==> src/rtl/fifo_pkg.sv <==
// fifo_pkg: geometry shared by the async FIFO write controller, read
// controller and pointer synchronizers.
package fifo_pkg;

  localparam int FIFO_ADDR_W       = 3;
  localparam int FIFO_PTR_W        = FIFO_ADDR_W + 1;
  localparam int FIFO_AFULL_THRESH = 6;

endpackage : fifo_pkg

==> src/rtl/gray2bin.sv <==
// gray2bin: combinational Gray-to-binary converter of parameterized width.
// Bit i of the binary value is the XOR of all Gray bits at or above i.
module gray2bin #(
  parameter int W = 4
) (
  input  logic [W-1:0] gray,
  output logic [W-1:0] bin
);

  // Each binary bit is the parity of the Gray word shifted down to that bit.
  always_comb begin
    bin = '0;
    for (int i = 0; i < W; i++) begin
      bin[i] = ^(gray >> i);
    end
  end

endmodule : gray2bin

==> src/rtl/fifo_wr_ctrl.sv <==
// fifo_wr_ctrl: write-domain pointer and flag controller of the async FIFO.
// Produces the registered Gray write pointer for the synchronizer and derives
// full / almost-full / level / overflow from the synchronized read pointer.
// Level and full are pessimistic because the read pointer arrives late.
module fifo_wr_ctrl
  import fifo_pkg::*;
#(
  parameter int ADDR_W       = FIFO_ADDR_W,
  parameter int AFULL_THRESH = FIFO_AFULL_THRESH
) (
  input  logic              clk_in,
  input  logic              rst_n,
  input  logic              wr_inc,
  input  logic [ADDR_W:0]   rd_ptr_sync,
  input  logic              ovf_clr,
  output logic              wr_en,
  output logic [ADDR_W-1:0] wr_addr,
  output logic [ADDR_W:0]   wr_ptr_gray,
  output logic              full,
  output logic              almost_full,
  output logic [ADDR_W:0]   wr_level,
  output logic              overflow
);

  localparam int P = ADDR_W + 1;
  localparam logic [P-1:0] AFULL_LVL = P'(AFULL_THRESH);
  // Full when the write pointer is one lap ahead: in Gray that means the two
  // top bits are inverted relative to the read pointer, the rest equal.
  localparam logic [P-1:0] FULL_MASK = P'(3) << (P - 2);

  logic [P-1:0] wbin;
  logic [P-1:0] wbin_next;
  logic [P-1:0] wgray_next;
  logic [P-1:0] rbin;
  logic [P-1:0] level_next;
  logic         full_next;
  logic         afull_next;
  logic         ovf_next;

  gray2bin #(
    .W(P)
  ) u_rd_g2b (
    .gray(rd_ptr_sync),
    .bin (rbin)
  );

  assign wr_en   = wr_inc & ~full;
  assign wr_addr = wbin[ADDR_W-1:0];

  // Next pointer, flags and level, re-evaluated every cycle even without a write.
  always_comb begin
    wbin_next  = wbin + {{ADDR_W{1'b0}}, wr_en};
    wgray_next = wbin_next ^ (wbin_next >> 1);
    full_next  = (wgray_next == (rd_ptr_sync ^ FULL_MASK));
    level_next = wbin_next - rbin;
    afull_next = (level_next >= AFULL_LVL);
    ovf_next   = (wr_inc & full) | (overflow & ~ovf_clr);
  end

  // State register: pointers, flags, level and sticky overflow.
  always_ff @(posedge clk_in or negedge rst_n) begin
    if (!rst_n) begin
      wbin        <= '0;
      wr_ptr_gray <= '0;
      full        <= 1'b0;
      almost_full <= 1'b0;
      wr_level    <= '0;
      overflow    <= 1'b0;
    end else begin
      wbin        <= wbin_next;
      wr_ptr_gray <= wgray_next;
      full        <= full_next;
      almost_full <= afull_next;
      wr_level    <= level_next;
      overflow    <= ovf_next;
    end
  end

endmodule : fifo_wr_ctrl

==> config.mk <==
export PLATFORM = sky130hd
export DESIGN_NAME = fifo_wr_ctrl
export DESIGN_NICKNAME = d
export VERILOG_FILES = /design/src/rtl/fifo_pkg.sv /design/src/rtl/gray2bin.sv /design/src/rtl/fifo_wr_ctrl.sv
export SDC_FILE = /design/constraint.sdc
export NUM_CORES = 1
export LEC_CHECK = 0
export CAP_MARGIN = 20
export CELL_PAD_IN_SITES_DETAIL_PLACEMENT = 1
export CELL_PAD_IN_SITES_GLOBAL_PLACEMENT = 2
export CORE_AREA = 2 2 50 61
export DETAILED_ROUTE_END_ITERATION = 7
export DIE_AREA = 0 0 52 63
export PLACE_DENSITY = 0.81
export SLEW_MARGIN = 25
export SYNTH_ARGS = -nofsm -noshare
export SYNTH_HDL_FRONTEND = slang
export SYNTH_HIERARCHICAL = 1
export SYNTH_SLANG_ARGS = --single-unit
==> constraint.sdc <==
create_clock -name clk_in -period 4 [get_ports clk_in]
set_input_delay 0.4 -clock clk_in [delete_from_list [all_inputs] [get_ports clk_in]]
set_output_delay 0.4 -clock clk_in [all_outputs]
set_load 0.01 [all_outputs]
==> results.cfg <==
[floorplan]
dieHeight_um = 63
die_area_um2 = 3280
die_x_um = 52
num_rows = 21
start_util_pct = 29.2
core_um2 = 2710
ios = 23

[sta]
relSlewSlack_pct = 56.3
setup_viol = 0
grt_setup_unrepaired = false
slew_violations = 0
finalCriticalPeriod_ps = 2500
max_freq_mhz = 399
clock_skew_ps = 6.60
period_share_pct = 62.6
hold_ws_ps = 512
hold_violations = 0
fin_tns_setup_ps = 0
tightest_slew_ps = 653

[clock_network]
cts_resized = 0
htreeDepth = 1
clock_latency_ps = 280
cts_buffer_depth = 2
cts_tree = done
postCtsSetupBuffers = 0
clk_pin_slew_worst_paths_ps = 90
clockRootBuffer = clkbuf_4
cts_buffers = 3
clkSinkCount = 14
cts_hold_buffers = 0

[logic_synthesis]
syn_inst = 63
syn-cell-area_um2 = 791
ys_ff_latch = 14
ys.flop_type = dfrtp_1
synth_cell_type_count = 24
yosys_warnings = 6
synth-edff-count = 0
synth_fp_nets = 77
synth-seq-area-share_pct = 44.3
synthArstFlopShare_pct = 100
syn_avg_cell_area_um2 = 12.6

[drt]
route.met2.wl_um = 807
viasPerCell = 4.28
drt_iter0_markers = 4
highest_layer = met4
firstDrtPassIters = 3
drcViolationCount = 0
ant_nets = 0
drt-total-wl_mm = 1.52
vias = 522
detail_route.wl_per_cell_um = 12.5
dr_wl_met3_um = 62
wl_met1_um = 591

[finish]
regArea_um2 = 350
fillers = 306
finalNetCount = 103
antennaDiodeCount = 0
multiInputGateArea_um2 = 399
drive_gt1_share_pct = 11.4
syn2layout_area_growth_pct = 36.9

[power]
power_mw = 0.931
max-vdd-ir-drop_mv = 0.293
p_leak_nw = 0.495
power_density_nw_per_um2 = 860

[grt]
grt_max_degree = 15
grt_usage_pct = 11.2
grt_pass1_wl_mm = 2.64
grt_pass1_vias = 558
antenna_found_initial = 0
overflow = 0

[flow_run]
maxCapViolCount = 0

[critical_path]
cp-start-kind = input pin
criticalPathCategory = in2reg
reg2reg_to = almost_full
critPathLaunch = rd_ptr_sync[3]
endpoint = almost_full
worstPathArrival_ps = 2670
reg2reg_from = full
r2r_cells = 8
end_kind = flip-flop
rrSetupSlack_ps = 1720
crit_required_ps = 4160
critPathMaxFanout = 4

[worst_hold_path]
min_path_type = in2async

[outcome]
status = finished, final reports clean

[place]
dp_hpwl_mm = 1.24
portBuffers = 22
gp_congestion = 0.726
synthesized netlist by cell type, types with 2 or more instances:
master | instances | area [um^2]
nor2_1 | 2 | 7.51
xnor2_1 | 6 | 52.6
ha_1 | 5 | 62.6
inv_1 | 9 | 33.8
nor2b_1 | 2 | 12.5
xor2_2 | 2 | 32.5
xor2_1 | 7 | 61.3
dfrtp_1 | 14 | 350
placed cells by master, fill, tap and decap left out, drive strengths merged, types with 2 or more instances in the layout:
cell type and n:
o21ai 2, dfrtp 14, xor2 9, xnor2 6
ha 5, clkbuf 4, nor2b 2, nor2 2
clkdlybuf4s50 22, inv 9
report_power, final:
part           total [mW]  internal (mW)  switching (mW)
combinational       0.571          0.315           0.256
sequential          0.258          0.215          0.0429
clock               0.102         0.0554          0.0464
metrics by stage:
step	utilization, %	instances	cell area [um^2]	setup WS (ps)
floorplan	-	63	791	1760
global placement	38.7	118	1050	1220
detailed placement	38.7	118	1050	1160
CTS	40.0	122	1080	1470
global route	40.0	122	1080	1330
finish	40.0	122	1080	1500
state kept, by name (all words and copies together), names as in the netlist:
register     count
wr_level         4
wbin             4
overflow         1
wr_ptr_gray      3
full             1
almost_full      1
worst min path at each step:
stage               startpoint        endpoint  slack, ps  cells past startpoint
finish                   rst_n  wr_ptr_gray[0]        510                      1
global route             rst_n  wr_ptr_gray[0]        560                      1
CTS                      rst_n  wr_ptr_gray[0]        530                      1
detailed placement        full        overflow        530                      2
global placement          full        overflow        510                      2
floorplan                rst_n     almost_full        100                      0
routing by layer:
layer	vias up	GRT usage, %
met2	18	18.7
met5	-	0
met1	249	12.1
met4	0	8.88
met3	4	1.67
li1	251	-
critical path: stages:
cell,delay (ps)
clkdlybuf4s50_1,630
xor2_2,270
xor2_1,280
inv_1,80
ha_1,280
nor2b_1,130
o21ai_1,250
nor3b_2,250
o22ai_1,90
layout make-up:
type / count / area share [%]
repair buffers: 22 / 20.3
flip-flops and latches: 14 / 32.4
inverters: 9 / 3.12
clock buffers: 4 / 3.35
well taps: 34 / 3.93
multi-input cells: 39 / 36.9
cells by family after synthesis:
kind of cell               count (synthesis)  share of synthesized area [%]
and+or+nand+nor                            8                           6.96
xor gates and xnor gates                  17                           24.4
adders and majority gates                  6                           10.4
muxes                                      1                           1.27
AOI/OAI and AO/OA                          7                           7.44
buffers and inverters                     10                           5.22
DFF                                       14                           44.3
Power figures use the tool's default switching activity.
